<file path="config.mk">
export PLATFORM = sky130hd
export DESIGN_NAME = lcd_hex_driver
export DESIGN_NICKNAME = d
export VERILOG_FILES = /design/src/rtl/lcd_pkg.sv /design/src/rtl/lcd_bus_cycle.sv /design/src/rtl/lcd_hex_driver.sv
export SDC_FILE = /design/constraint.sdc
export NUM_CORES = 1
export LEC_CHECK = 0
export CELL_PAD_IN_SITES_DETAIL_PLACEMENT = 2
export CELL_PAD_IN_SITES_GLOBAL_PLACEMENT = 2
export CORE_UTILIZATION = 42
export CTS_CLUSTER_DIAMETER = 100
export DETAILED_ROUTE_END_ITERATION = 12
export DONT_BUFFER_PORTS = 1
export PLACE_DENSITY_LB_ADDON = 0.1
export SLEW_MARGIN = 20
export SYNTH_ARGS = -nofsm -noshare
export SYNTH_HDL_FRONTEND = slang
export SYNTH_HIERARCHICAL = 1
export SYNTH_SLANG_ARGS = --single-unit
</file>
<file path="constraint.sdc">
create_clock -name iCLK -period 3.75 [get_ports iCLK]
set_clock_uncertainty 0.2 [all_clocks]
set_input_delay 0.75 -clock iCLK [delete_from_list [all_inputs] [get_ports iCLK]]
set_output_delay 0.75 -clock iCLK [all_outputs]
set_load 0.02 [all_outputs]
</file>
<file path="src/rtl/lcd_pkg.sv">
// Shared definitions for the HD44780 hex display driver: command bytes,
// sequencer and bus-phase encodings, and the nibble-to-ASCII helper.
package lcd_pkg;

  localparam logic [7:0] CMD_FUNC_SET = 8'h38;
  localparam logic [7:0] CMD_DISP_ON  = 8'h0C;
  localparam logic [7:0] CMD_CLEAR    = 8'h01;
  localparam logic [7:0] CMD_ENTRY    = 8'h06;
  localparam logic [7:0] CMD_LINE1    = 8'h80;
  localparam logic [7:0] CHAR_ZERO    = 8'h30;
  localparam logic [7:0] CHAR_X       = 8'h78;

  typedef enum logic [1:0] {
    ST_INIT,
    ST_SET_ADDR,
    ST_WR_CHAR
  } lcd_state_t;

  typedef enum logic [1:0] {
    PH_IDLE,
    PH_SETUP,
    PH_PULSE,
    PH_WAIT
  } bus_phase_t;

  function automatic logic [7:0] nib2ascii(input logic [3:0] n);
    if (n < 4'd10) return 8'h30 + {4'h0, n};
    else           return 8'h41 + ({4'h0, n} - 8'd10);
  endfunction

  function automatic logic [7:0] init_cmd(input logic [1:0] idx);
    case (idx)
      2'd0:    return CMD_FUNC_SET;
      2'd1:    return CMD_DISP_ON;
      2'd2:    return CMD_CLEAR;
      default: return CMD_ENTRY;
    endcase
  endfunction

endpackage

</file>
<file path="src/rtl/lcd_bus_cycle.sv">
// One LCD bus write: SETUP (1 cycle), EN pulse, then post-write wait.
// Start pulse in, done pulse out one cycle after the wait expires.
module lcd_bus_cycle
  import lcd_pkg::*;
#(
  parameter int EN_HIGH_CYCLES    = 16,
  parameter int CMD_WAIT_CYCLES   = 2600,
  parameter int CLEAR_WAIT_CYCLES = 100000
) (
  input  logic       i_clk,
  input  logic       i_rst_n,
  input  logic       i_start,
  input  logic       i_rs,
  input  logic [7:0] i_data,
  output logic       o_en,
  output logic       o_rs,
  output logic [7:0] o_data,
  output logic       o_done
);

  localparam int MAX_A = (CLEAR_WAIT_CYCLES > EN_HIGH_CYCLES) ? CLEAR_WAIT_CYCLES : EN_HIGH_CYCLES;
  localparam int MAXV  = (MAX_A > CMD_WAIT_CYCLES) ? MAX_A : CMD_WAIT_CYCLES;
  localparam int CW    = $clog2(MAXV + 1);

  localparam logic [CW-1:0] EN_LOAD    = CW'(EN_HIGH_CYCLES - 1);
  localparam logic [CW-1:0] CMD_LOAD   = CW'(CMD_WAIT_CYCLES - 1);
  localparam logic [CW-1:0] CLEAR_LOAD = CW'(CLEAR_WAIT_CYCLES - 1);

  bus_phase_t    r_phase;
  logic [CW-1:0] r_cnt;
  logic          r_en;
  logic          r_rs;
  logic [7:0]    r_data;
  logic          r_done;
  logic          w_is_clear;

  assign w_is_clear = !r_rs && (r_data == CMD_CLEAR);

  // Down-counters load N-1 so each phase lasts exactly N cycles.
  always_ff @(posedge i_clk or negedge i_rst_n) begin
    if (!i_rst_n) begin
      r_phase <= PH_IDLE;
      r_cnt   <= '0;
      r_en    <= 1'b0;
      r_rs    <= 1'b0;
      r_data  <= 8'h00;
      r_done  <= 1'b0;
    end else begin
      r_done <= 1'b0;
      case (r_phase)
        PH_IDLE: begin
          if (i_start) begin
            r_rs    <= i_rs;
            r_data  <= i_data;
            r_phase <= PH_SETUP;
          end
        end
        PH_SETUP: begin
          r_en    <= 1'b1;
          r_cnt   <= EN_LOAD;
          r_phase <= PH_PULSE;
        end
        PH_PULSE: begin
          if (r_cnt == '0) begin
            r_en    <= 1'b0;
            r_cnt   <= w_is_clear ? CLEAR_LOAD : CMD_LOAD;
            r_phase <= PH_WAIT;
          end else begin
            r_cnt <= r_cnt - 1'b1;
          end
        end
        default: begin
          if (r_cnt == '0) begin
            r_done  <= 1'b1;
            r_phase <= PH_IDLE;
          end else begin
            r_cnt <= r_cnt - 1'b1;
          end
        end
      endcase
    end
  end

  assign o_en   = r_en;
  assign o_rs   = r_rs;
  assign o_data = r_data;
  assign o_done = r_done;

endmodule

</file>
<file path="src/rtl/lcd_hex_driver.sv">
// Drives a 16x2 HD44780 LCD: init sequence, then line 1 refreshed with Msg as 8 hex digits.
// Define LCD_PREFIX_EN to emit a "0x" prefix ahead of the digits.
module lcd_hex_driver
  import lcd_pkg::*;
#(
  parameter int EN_HIGH_CYCLES    = 16,
  parameter int CMD_WAIT_CYCLES   = 2600,
  parameter int CLEAR_WAIT_CYCLES = 100000
) (
  input  logic        iCLK,
  input  logic        iRST_N,
  input  logic [31:0] Msg,
  output logic        oREADY,
  output logic [7:0]  LCD_DATA,
  output logic        LCD_RW,
  output logic        LCD_EN,
  output logic        LCD_RS
);

`ifdef LCD_PREFIX_EN
  localparam logic [3:0] LAST_CHAR = 4'd9;
`else
  localparam logic [3:0] LAST_CHAR = 4'd7;
`endif

  lcd_state_t  r_state;
  logic [3:0]  r_idx;
  logic [31:0] r_snap;
  logic        r_ready;
  logic        r_wait;
  logic        r_start;
  logic        r_cmd_rs;
  logic [7:0]  r_cmd_data;

  logic        w_done;
  logic [2:0]  w_dig_idx;
  logic [4:0]  w_shift;
  logic [3:0]  w_nib;
  logic [7:0]  w_char;

`ifdef LCD_PREFIX_EN
  assign w_dig_idx = 3'(r_idx - 4'd2);
`else
  assign w_dig_idx = r_idx[2:0];
`endif

  // Digit 0 is the most significant nibble of the frame snapshot.
  assign w_shift = {3'd7 - w_dig_idx, 2'b00};
  assign w_nib   = r_snap[w_shift +: 4];

  always_comb begin
    w_char = nib2ascii(w_nib);
`ifdef LCD_PREFIX_EN
    if (r_idx == 4'd0)      w_char = CHAR_ZERO;
    else if (r_idx == 4'd1) w_char = CHAR_X;
`endif
  end

  // r_wait: a transaction is in flight; the next byte is issued once done returns.
  always_ff @(posedge iCLK or negedge iRST_N) begin
    if (!iRST_N) begin
      r_state    <= ST_INIT;
      r_idx      <= 4'd0;
      r_snap     <= 32'h0;
      r_ready    <= 1'b0;
      r_wait     <= 1'b0;
      r_start    <= 1'b0;
      r_cmd_rs   <= 1'b0;
      r_cmd_data <= 8'h00;
    end else begin
      r_start <= 1'b0;
      if (!r_wait) begin
        r_start <= 1'b1;
        r_wait  <= 1'b1;
        case (r_state)
          ST_INIT: begin
            r_cmd_rs   <= 1'b0;
            r_cmd_data <= init_cmd(r_idx[1:0]);
          end
          ST_SET_ADDR: begin
            r_cmd_rs   <= 1'b0;
            r_cmd_data <= CMD_LINE1;
          end
          default: begin
            r_cmd_rs   <= 1'b1;
            r_cmd_data <= w_char;
          end
        endcase
      end else if (w_done) begin
        r_wait <= 1'b0;
        case (r_state)
          ST_INIT: begin
            if (r_idx == 4'd3) begin
              r_state <= ST_SET_ADDR;
              r_idx   <= 4'd0;
              r_snap  <= Msg;
              r_ready <= 1'b1;
            end else begin
              r_idx <= r_idx + 4'd1;
            end
          end
          ST_SET_ADDR: begin
            r_state <= ST_WR_CHAR;
            r_idx   <= 4'd0;
          end
          default: begin
            if (r_idx == LAST_CHAR) begin
              r_state <= ST_SET_ADDR;
              r_idx   <= 4'd0;
              r_snap  <= Msg;
            end else begin
              r_idx <= r_idx + 4'd1;
            end
          end
        endcase
      end
    end
  end

  lcd_bus_cycle #(
    .EN_HIGH_CYCLES   (EN_HIGH_CYCLES),
    .CMD_WAIT_CYCLES  (CMD_WAIT_CYCLES),
    .CLEAR_WAIT_CYCLES(CLEAR_WAIT_CYCLES)
  ) u_bus (
    .i_clk  (iCLK),
    .i_rst_n(iRST_N),
    .i_start(r_start),
    .i_rs   (r_cmd_rs),
    .i_data (r_cmd_data),
    .o_en   (LCD_EN),
    .o_rs   (LCD_RS),
    .o_data (LCD_DATA),
    .o_done (w_done)
  );

  assign oREADY = r_ready;
  assign LCD_RW = 1'b0;

endmodule

</file>
==> results of run 1 <==
-- power groups by stage --
stage / Sequential (uW) / Clock [uW] / Combinational (uW)
after detailed placement: 879 / 0 / 1.18
after floorplan: 879 / 0 / 1.98
after CTS: 862 / 730 / 22.5
after global placement: 879 / 0 / 1.18
final: 862 / 708 / 20.9
after global routing: 862 / 760 / 24.5
-- metrics by stage --
stage	hold WS, ns	total power, uW	setup slack (ns)	instance area (um^2)
2_1_floorplan	0.2478	881.2	0.8743	4486
3_3_place_gp	0.2567	880.3	0.6061	4569
3_5_place_dp	0.2570	880.3	0.4122	4569
4_1_cts	0.07630	1614	0.3852	4805
5_1_grt	0.08332	1647	0.1818	4805
6_report	0.07346	1590	0.4341	4805
-- final timing paths --
| kind | startpoint | end | slack (ns) | depth (start not counted) |
|---|---|---|---|---|
| setup / recovery | r_idx[0] | r_cmd_data[4] | 0.43 | 9 |
| hold / removal | iRST_N | u_bus/o_rs | 0.07 | 1 |
| setup reg to reg | r_idx[0] | r_cmd_data[4] | 0.43 | 9 |
| hold reg to reg | r_cmd_rs | r_cmd_rs | 0.28 | 1 |
| max in group asynchronous | iRST_N | r_snap[25] | 2.94 | 1 |
| min in group iCLK | r_cmd_rs | r_cmd_rs | 0.28 | 1 |
-- kinds of logic (layout without fill, tap and decap cells) --
kind of cell | Yosys count | after routing
other | 1 | 1
adder cells (fa/ha/maj) | 14 | 14
AO/OA/AOI/OAI | 106 | 106
buffers and inverters | 41 | 39
AND/OR/NAND/NOR | 118 | 118
flip-flops | 80 | 80
XOR/XNOR | 2 | 2
multiplexers | 57 | 57
-- flip-flops by register name, summed over array words and instances (netlist names) --
signal,count
r_snap,32
oREADY,1
u_bus/r_cnt,17
r_cmd_rs,1
u_bus/o_done,1
r_idx,4
u_bus/o_rs,1
r_cmd_data,8
r_wait,1
u_bus/o_data,8
r_start,1
u_bus/r_phase,2
u_bus/o_en,1
r_state,2
-- final cells by class --
cell class / instances / area (um^2)
Clock buffer: 10 / 137.6
Fill cell: 1066 / 5519
Sequential cell: 80 / 2002
Clock inverter: 4 / 70.07
Inverter: 18 / 67.56
Timing Repair Buffer: 7 / 72.57
Tap cell: 136 / 170.2
Multi-Input combinational cell: 298 / 2285
-- synthesized netlist by cell type, drive strengths merged (2+ instances only) --
| master | number | share of area |
|---|---|---|
| nor3b | 4 | 0.0067 |
| a21oi | 23 | 0.026 |
| o31ai | 8 | 0.013 |
| a22oi | 3 | 0.0050 |
| or3 | 3 | 0.0042 |
| nor2 | 29 | 0.025 |
| nor4 | 11 | 0.018 |
| clkbuf | 12 | 0.010 |
| a22o | 2 | 0.0039 |
| nor2b | 6 | 0.0084 |
| nand2b | 2 | 0.0028 |
| nand3 | 9 | 0.010 |
| mux2i | 8 | 0.018 |
| o21ai | 26 | 0.029 |
| nor3 | 7 | 0.010 |
| nand2 | 26 | 0.022 |
| and3 | 3 | 0.0042 |
| or4 | 5 | 0.010 |
| dfrtp | 80 | 0.45 |
| o221ai | 4 | 0.0078 |
| ha | 14 | 0.039 |
| a211oi | 3 | 0.0073 |
| a31oi | 4 | 0.0056 |
| or2 | 2 | 0.0028 |
| a31o | 2 | 0.0039 |
| a21o | 3 | 0.0050 |
| nand4b | 2 | 0.0039 |
| and2 | 5 | 0.0070 |
| mux4 | 6 | 0.032 |
| inv | 17 | 0.014 |
| mux2 | 43 | 0.11 |
| o21a | 3 | 0.0050 |
| o211ai | 5 | 0.0084 |
| buf | 11 | 0.019 |
-- critical path, stage by stage (launching register included) --
cell	delay (ns)
dfrtp_1	0.70
mux4_2	0.57
mux2i_1	0.34
ha_1	0.22
inv_1	0.05
ha_1	0.33
and3b_1	0.24
nor3b_1	0.15
and3_1	0.21
nor4_2	0.20
-- what timing repair did --
action,CTS,global route
setup buffers,0,0
hold endpoints to repair,80,0
hold buffers,1,0
-- routing by layer --
layer,vias to the layer above,part of all wire,wire length [um]
li1,1543,-,-
met4,0,0.0099,120
met5,-,0,0
met1,1749,0.48,5857
met2,62,0.46,5622
met3,11,0.041,495
==> impl_results.md, run 1 <==
- Total GRT Usage: 0.2373
- Mapped cell area: ~4500 um^2
- Slew @ Worst Pin: roughly 0.7 ns
- Die width: 105.3 um
- Avg Vias per Cell: 6.085
- Final setup vio count: 0
- Crit Path Max Fanout: 14
- Count of different cell masters after synthesis: 74
- Power per cell area: 331.0 nW/um^2
- Final min period: 3.316 ns
- Sequential-to-total area share from yosys stat: 0.4463
- CP Capture Type: register
- Final Cycle Share: 0.8842
- Routed wire length per instance: 21.87 um
- Mapped Avg Cell Area: 10.71 um^2
- Die area: 11100 um^2
- Starting density of the core: 0.4345
- GR Util met1: 0.3287
- DRC Markers: 0
- WL final: 12.10 mm
- Hpwl dp: around 9 mm
- Slew headroom: 0.5367
- Max cap viols: 0
- Switching Share: 0.2149
- Fin cells: 553
- Detailed Routing Iterations Pass 1: 4
- Status: completed
- Multiplexer share of the synthesized area: 0.1584
- Most used routing layer: met2
- RSZ-0062 raised after global routing: no
- Clock-pin slew on the worst setup and hold paths: 0.09 ns
- Starting DRT DRC Count: 118
- Grt ovf: 0
- CTS sink count: 80
- Final Hold Fails: 0
- Utilization after layout: 0.4654
- Largest net degree at the start of global routing: 81
- Setup TNS: 0 ns
- Syn. warnings: 6
- Syn_nets: 467
- Initial antenna violation count: 0
- Core Region: about 10000 um^2
- Setup crit start kind: register
- Post-synth EDFFs: 0
- Vias in the first global route: 3702
- ANT cells: 0
- Area Growth Syn to Fin: 7.113%
- Io pins: 46
- ANT nets after route: 0
- Fmax: 0.3016 GHz
- Post_cts resized: 0
- Root Driver: clkbuf_8
- Clk buf depth: 2
- Synth Area in Simple Gates: 0.1420
- Maximum VDD drop: 0.2067 mV
- Die height: 105.3 um
- Synth Area in XOR/XNOR: 0.003905
- Most frequent cells in the layout: dfrtp_1, mux2_1, nor2_1
- Global-route met2 utilization: 0.3694
- First-pass GRT wire length: 20.03 mm
- Layout cells sized above 1: 0.1223
- Yosys reg bits: 80
- Internal Power: approximately 1200 uW
- CTS buffer count: 9
- Post-Synth Adder-Cell Area: 0.03905
- Commonest non-fill, non-tap cell in the layout: dfrtp_1
- Seq pwr share: 0.542
- Crit Path Category: register to register
- Met3 Resource Use GR: 0.05628
- Hold Path Class: primary input to async pin
- Primary FF master, synth: dfrtp_1
- Buffers on Ports: 0
- Dpl cells: 538
- Combinational share of power: 0.013
- Net switching power: around 340 uW
- Pleak: around 0.0022 uW
- Clk network pwr share: 0.445
- CTS tree: built
- Post-Syn Instances: 419
- Req. time, crit path: 3.83 ns
- Fin nets: 462
- Async SR Flop Fraction: 1.000
- Row count: 37
- Slew Limit Fails: 0
- Worst EP arrival: 3.40 ns
- DR vias: 3365
- Synth Area in Compound Gates: 0.1651
- Largest family of logic cells by synthesized area: compound AO/OA/AOI/OAI gates
- Gpl congestion: 0.8321
- Htree depth: 3
- Clk Latency, worst-skew pair: 0.37 ns
Power figures use the tool's default switching activity.
==> inputs of run 2 (changes only) <==
--- a/config.mk
+++ b/config.mk
@@ -12,8 +12,11 @@
 export DETAILED_ROUTE_END_ITERATION = 12
 export DONT_BUFFER_PORTS = 1
 export PLACE_DENSITY_LB_ADDON = 0.1
+export REMOVE_ABC_BUFFERS = 1
+export SKIP_CTS_REPAIR_TIMING = 1
 export SLEW_MARGIN = 20
 export SYNTH_ARGS = -nofsm -noshare
 export SYNTH_HDL_FRONTEND = slang
 export SYNTH_HIERARCHICAL = 1
 export SYNTH_SLANG_ARGS = --single-unit
+export TNS_END_PERCENT = 20
==> run 2 against run 1 <==
First-iteration DRC count is 6.8% lower; non-clock buffer count down 2; design area up 0.39%; count of clock-buffer cells in the layout rose by 1; critical endpoint unchanged.
==> impl_results.md, run 2 (synthesized netlist as in run 1, its figures left out) <==
- Hpwl dp: 8.499 mm (was 8.821 mm)
- Crit Path Max Fanout: 14 (unchanged)
- Gpl congestion: 0.7294 (was 0.8321)
- Slew @ Worst Pin: 0.9964 ns (was 0.6923 ns)
- Initial antenna violation count: 1 (was 0)
- Layout cells sized above 1: 0.1223 (unchanged)
- Starting DRT DRC Count: 110 (was 118)
- Largest registers: r_snap x32, u_bus/r_cnt x17 (unchanged)
- Vias in the first global route: 3662 (was 3702)
- Io pins: 46 (unchanged)
- Pleak: 0.002164 uW (was 0.002166 uW)
- Die height: 105.3 um (unchanged)
- Htree depth: 3 (unchanged)
- Status: completed (unchanged)
- Req. time, crit path: 3.79 ns (was 3.83 ns)
- Worst EP arrival: 3.46 ns (was 3.40 ns)
- Clock-pin slew on the worst setup and hold paths: 0.10 ns (was 0.09 ns)
- CTS sink count: 80 (unchanged)
- R2r endpoint: r_cmd_data[4] (unchanged)
- Area Growth Syn to Fin: 7.531% (was 7.113%)
- CTS buffer count: 9 (unchanged)
- Clk buf depth: 2 (unchanged)
- Row count: 37 (unchanged)
- Root Driver: clkbuf_8 (unchanged)
- CP Capture Type: register (unchanged)
- Routed wire length per instance: 21.07 um (was 21.87 um)
- Fin nets: 460 (was 462)
- Critical R2R Launch: r_idx[0] (unchanged)
- Final Power: 1646 uW (was 1590 uW)
- Die width: 105.3 um (unchanged)
- Core Region: 10320 um^2 (unchanged)
- Grt ovf: 0 (unchanged)
- Slew Limit Fails: 0 (unchanged)
- Detailed Routing Iterations Pass 1: 4 (unchanged)
- Hold Path Class: primary input to async pin (unchanged)
- ANT nets after route: 0 (unchanged)
- Most frequent cells in the layout: dfrtp_1, mux2_1, nor2_1 (unchanged)
- Setup TNS: 0 ns (unchanged)
- Total GRT Usage: 0.2311 (was 0.2373)
- Final Hold Fails: 0 (unchanged)
- DRC Markers: 0 (unchanged)
- Clk Latency, worst-skew pair: 0.36 ns (was 0.37 ns)
- Final setup vio count: 0 (unchanged)
- Max FFs per register: 32 (unchanged)
- Final min period: 3.414 ns (was 3.316 ns)
- Power per cell area: 341.3 nW/um^2 (was 331.0 nW/um^2)
- Maximum VDD drop: 0.1951 mV (was 0.2067 mV)
- Reg with most FFs: r_snap (unchanged)
- Avg Vias per Cell: 6.040 (was 6.085)
- Slew headroom: 0.3296 (was 0.5367)
- WL final: 11.68 mm (was 12.10 mm)
- CTS tree: built (unchanged)
- Max cap viols: 0 (unchanged)
- Fillers: 1069 (was 1066)
- Buffers on Ports: 0 (unchanged)
- Depth of the most critical reg-to-reg path: 9 (unchanged)
- Reg area: 2002 um^2 (unchanged)
- Die area: 11100 um^2 (unchanged)
- DR vias: 3346 (was 3365)
- Area of the multi-input gates: 2285 um^2 (unchanged)
- Fmax: 0.2930 GHz (was 0.3016 GHz)
- Reg2Reg Setup Slack: 0.34 ns (was 0.43 ns)
- Crit Path Category: register to register (unchanged)
- Starting density of the core: 0.4345 (unchanged)
- First-pass GRT wire length: 19.72 mm (was 20.03 mm)
- Final Cycle Share: 0.9103 (was 0.8842)
- Commonest non-fill, non-tap cell in the layout: dfrtp_1 (unchanged)
- RSZ-0062 raised after global routing: no (unchanged)
- Setup crit start kind: register (unchanged)
- Largest net degree at the start of global routing: 81 (unchanged)
-- run 2: cell count changes in the layout (fill, tap and decap cells not counted), sizes merged --
cell      previous run  this run
buf                  7         5
clkbuf              10        11
clkinv               3         2
clkinvlp             0         1
diode                0         1
inv                 17        18
-- run 2: worst max path at each step --
stage / startpoint / end / depth (start not counted)
detailed placement: r_idx[0] / r_cmd_data[4] / 10
global placement: r_idx[0] / r_cmd_data[4] / 9
global route: r_idx[0] / r_cmd_data[4] / 9
floorplan: r_idx[0] / r_cmd_data[4] / 9
finish: r_idx[0] / r_cmd_data[4] / 9
CTS: r_idx[0] / r_cmd_data[4] / 10
-- run 2: final cells by class --
class                      instances  area share
sequential                        80      0.4150
tap                              136     0.03528
clock inverter                     5     0.01816
timing repair buffer               5     0.01193
antenna                            1   0.0005188
multi-input combinational        298      0.4737
clock buffer                      11     0.03139
inverter                          18     0.01401
-- run 2: stage by stage --
stage	std cells	instance area (um^2)	hold WS (ns)	worst slack [ns]	util
global placement	536	4554	0.2564	0.5849	0.4412
detailed placement	536	4554	0.2566	0.3670	0.4412
global route	554	4823	0.09696	0.1295	0.4672
floorplan	396	4354	0.2478	0.7966	-
finish	554	4823	0.06037	0.3365	0.4672
CTS	552	4793	-0.1498	0.3408	0.4643
-- run 2: layer usage --
| metal | vias up | track usage | wire length (um) |
|---|---|---|---|
| met5 | - | 0 | 0 |
| met1 | 1709 | 0.3032 | 5308 |
| li1 | 1551 | - | - |
| met3 | 9 | 0.05813 | 658 |
| met4 | 0 | 0.07042 | 125 |
| met2 | 77 | 0.3759 | 5582 |
-- run 2: critical path: stages (launching register included) --
cell and delay (ns):
dfrtp_1 0.70, mux4_2 0.58, mux2i_1 0.38, ha_1 0.24, inv_1 0.05, ha_1 0.35, and3b_1 0.24, nor3b_1 0.29
and3_1 0.22, nor4_2 0.05
-- run 2: power by group --
group,internal [uW],switching [uW]
Sequential,862,0
Clock,417,346
Combinational,3.37,17.6
Total,1280,364
==> inputs of run 3 (changes only) <==
--- a/config.mk
+++ b/config.mk
@@ -7,7 +7,8 @@
 export LEC_CHECK = 0
 export CELL_PAD_IN_SITES_DETAIL_PLACEMENT = 2
 export CELL_PAD_IN_SITES_GLOBAL_PLACEMENT = 2
-export CORE_UTILIZATION = 42
+export CORE_UTILIZATION = 30
+export CTS_BUF_LIST = sky130_fd_sc_hd__clkbuf_16
 export CTS_CLUSTER_DIAMETER = 100
 export DETAILED_ROUTE_END_ITERATION = 12
 export DONT_BUFFER_PORTS = 1
@@ -19,4 +20,3 @@
 export SYNTH_HDL_FRONTEND = slang
 export SYNTH_HIERARCHICAL = 1
 export SYNTH_SLANG_ARGS = --single-unit
-export TNS_END_PERCENT = 20
==> run 3 against run 2 <==
Hold slack better by 0.035 ns; non-clock buffer count up 5; via count fell by 1.4%; core utilization down 12 points; sequential share of layout area shrank 1.4 points; design area is 3.5% higher; worst setup slack improved by 0.30 ns.
==> impl_results.md, run 3 (synthesized netlist as in run 1, its figures left out) <==
- Status: completed (unchanged)
- Fmax: 0.3215 GHz (was 0.2930 GHz)
- Buffers on Ports: 0 (unchanged)
- Final Cycle Share: 0.8295 (was 0.9103)
- Largest registers: r_snap x32, u_bus/r_cnt x17 (unchanged)
- Vias in the first global route: 3732 (was 3662)
- Crit Path Category: register to register (unchanged)
- WL final: 12.36 mm (was 11.68 mm)
- Root Driver: clkbuf_16 (was clkbuf_8)
- Slew headroom: 0.5016 (was 0.3296)
- DR vias: 3299 (was 3346)
- CP peak stage delay: 0.58 ns (was 0.70 ns)
- Starting density of the core: 0.3086 (was 0.4345)
- Power per cell area: 365.9 nW/um^2 (was 341.3 nW/um^2)
- CP Capture Type: register (unchanged)
- Clock-pin slew on the worst setup and hold paths: 0.06 ns (was 0.10 ns)
- Req. time, crit path: 3.80 ns (was 3.79 ns)
- Min Hold Slack: 0.09538 ns (was 0.06037 ns)
- Final setup vio count: 0 (unchanged)
- Fin nets: 465 (was 460)
- CTS tree: built (unchanged)
- Die area: 15440 um^2 (was 11100 um^2)
- Final Power: 1826 uW (was 1646 uW)
- Slew @ Worst Pin: 0.7476 ns (was 0.9964 ns)
- Grt ovf: 0 (unchanged)
- Crit Path Max Fanout: 9 (was 14)
- Reg2Reg Setup Slack: 0.64 ns (was 0.34 ns)
- CP bufs+invs: 1 (unchanged)
- Maximum VDD drop: 0.1832 mV (was 0.1951 mV)
- Htree depth: 3 (unchanged)
- First-pass GRT wire length: 20.60 mm (was 19.72 mm)
- Gpl congestion: 0.7559 (was 0.7294)
- Commonest non-fill, non-tap cell in the layout: dfrtp_1 (unchanged)
- Largest delay share family, worst path: multiplexers (unchanged)
- Setup TNS: 0 ns (unchanged)
- Largest net degree at the start of global routing: 81 (unchanged)
- Core Region: 14530 um^2 (was 10320 um^2)
- Io pins: 46 (unchanged)
- Pleak: 0.002222 uW (was 0.002164 uW)
- Crit path cell chain: buf_4 -> mux4_1 -> mux2_4 -> ha_1 -> and3b_1 -> nor3b_1 -> and3_1 -> nor4_2 (was mux4_2 -> mux2i_1 -> ha_1 -> inv_1 -> ha_1 -> and3b_1 -> nor3b_1 -> and3_1 -> nor4_2)
- Final min period: 3.111 ns (was 3.414 ns)
- CTS buffer count: 9 (unchanged)
- Total GRT Usage: 0.1701 (was 0.2311)
- Slew Limit Fails: 0 (unchanged)
- Final Hold Fails: 0 (unchanged)
- RSZ-0062 raised after global routing: no (unchanged)
- Detailed Routing Iterations Pass 1: 4 (unchanged)
- Die height: 124.3 um (was 105.3 um)
- Clk buf depth: 2 (unchanged)
- Initial antenna violation count: 0 (was 1)
- Reg with most FFs: r_snap (unchanged)
- Setup crit start kind: register (unchanged)
- Worst path slowest cell: mux4_1 (was dfrtp_1)
- Row count: 44 (was 37)
- Area Growth Syn to Fin: 11.30% (was 7.531%)
- Clk Latency, worst-skew pair: 0.34 ns (was 0.36 ns)
- Most frequent cells in the layout: dfrtp_1, mux2_1, nor2_1 (unchanged)
- Worst EP arrival: 3.16 ns (was 3.46 ns)
- CTS sink count: 80 (unchanged)
- Fillers: 1586 (was 1069)
- ANT cells: 0 (was 1)
- Hold Path Class: primary input to async pin (unchanged)
- Starting DRT DRC Count: 165 (was 110)
- Layout cells sized above 1: 0.1280 (was 0.1223)
- ANT nets after route: 0 (unchanged)
- Die width: 124.3 um (was 105.3 um)
- Avg Vias per Cell: 5.444 (was 6.040)
- Hpwl dp: 8.954 mm (was 8.499 mm)
- Routed wire length per instance: 20.39 um (was 21.07 um)
- DRC Markers: 0 (unchanged)
- Max FFs per register: 32 (unchanged)
- Max cap viols: 0 (unchanged)
run 3: changes by cell type in the layout (fill, tap and decap cells not counted), sizes merged:
cell / change
clkinvlp: +1
diode: -1
clkbuf: -2
buf: +5
clkinv: +1
run 3: final cells by class:
cell class / instances / area (um^2) / area share
inverter: 18 / 67.56 / 0.01353
tap: 184 / 230.2 / 0.04612
clock buffer: 9 / 225.2 / 0.04511
clock inverter: 7 / 87.58 / 0.01754
sequential: 80 / 2002 / 0.4010
multi-input combinational: 298 / 2285 / 0.4576
timing repair buffer: 10 / 95.09 / 0.01905
run 3: metrics by stage:
stage               setup WS [ns]    util  cell area, um^2  cells
floorplan                  0.7966       -             4354    396
global placement           0.7576  0.3201             4652    589
detailed placement         0.6244  0.3201             4652    589
CTS                        0.6024  0.3416             4965    605
global route               0.4442  0.3435             4992    606
finish                     0.6393  0.3435             4992    606
run 3: worst reg2reg max path: stages, from the launching register on:
cell and delay [ns]:
dfrtp_1 0.52, buf_4 0.24, mux4_1 0.58, mux2_4 0.31, ha_1 0.36, and3b_1 0.24
nor3b_1 0.15, and3_1 0.22, nor4_2 0.19
run 3: report_power, final:
group          switching, uW  internal (uW)  total (uW)
Combinational           18.1           3.37        21.5
Clock                    365            577         942
Sequential                 0            863         863
Total                    383           1440        1830
run 3: final timing paths:
| kind | cells past startpoint | start | to |
|---|---|---|---|
| setup / recovery | 8 | r_idx[0] | r_cmd_data[4] |
| hold / removal | 1 | iRST_N | u_bus/r_cnt[5] |
| setup reg to reg | 8 | r_idx[0] | r_cmd_data[4] |
| hold reg to reg | 1 | r_snap[16] | r_snap[16] |
| max in group asynchronous | 1 | iRST_N | u_bus/r_cnt[12] |
| min in group iCLK | 1 | r_snap[16] | r_snap[16] |
run 3: layer usage:
layer / share of wire / track usage
met5: 0 / 0
met4: 0.020 / 0.07087
met3: 0.036 / 0.03780
met2: 0.52 / 0.3009
met1: 0.42 / 0.1969
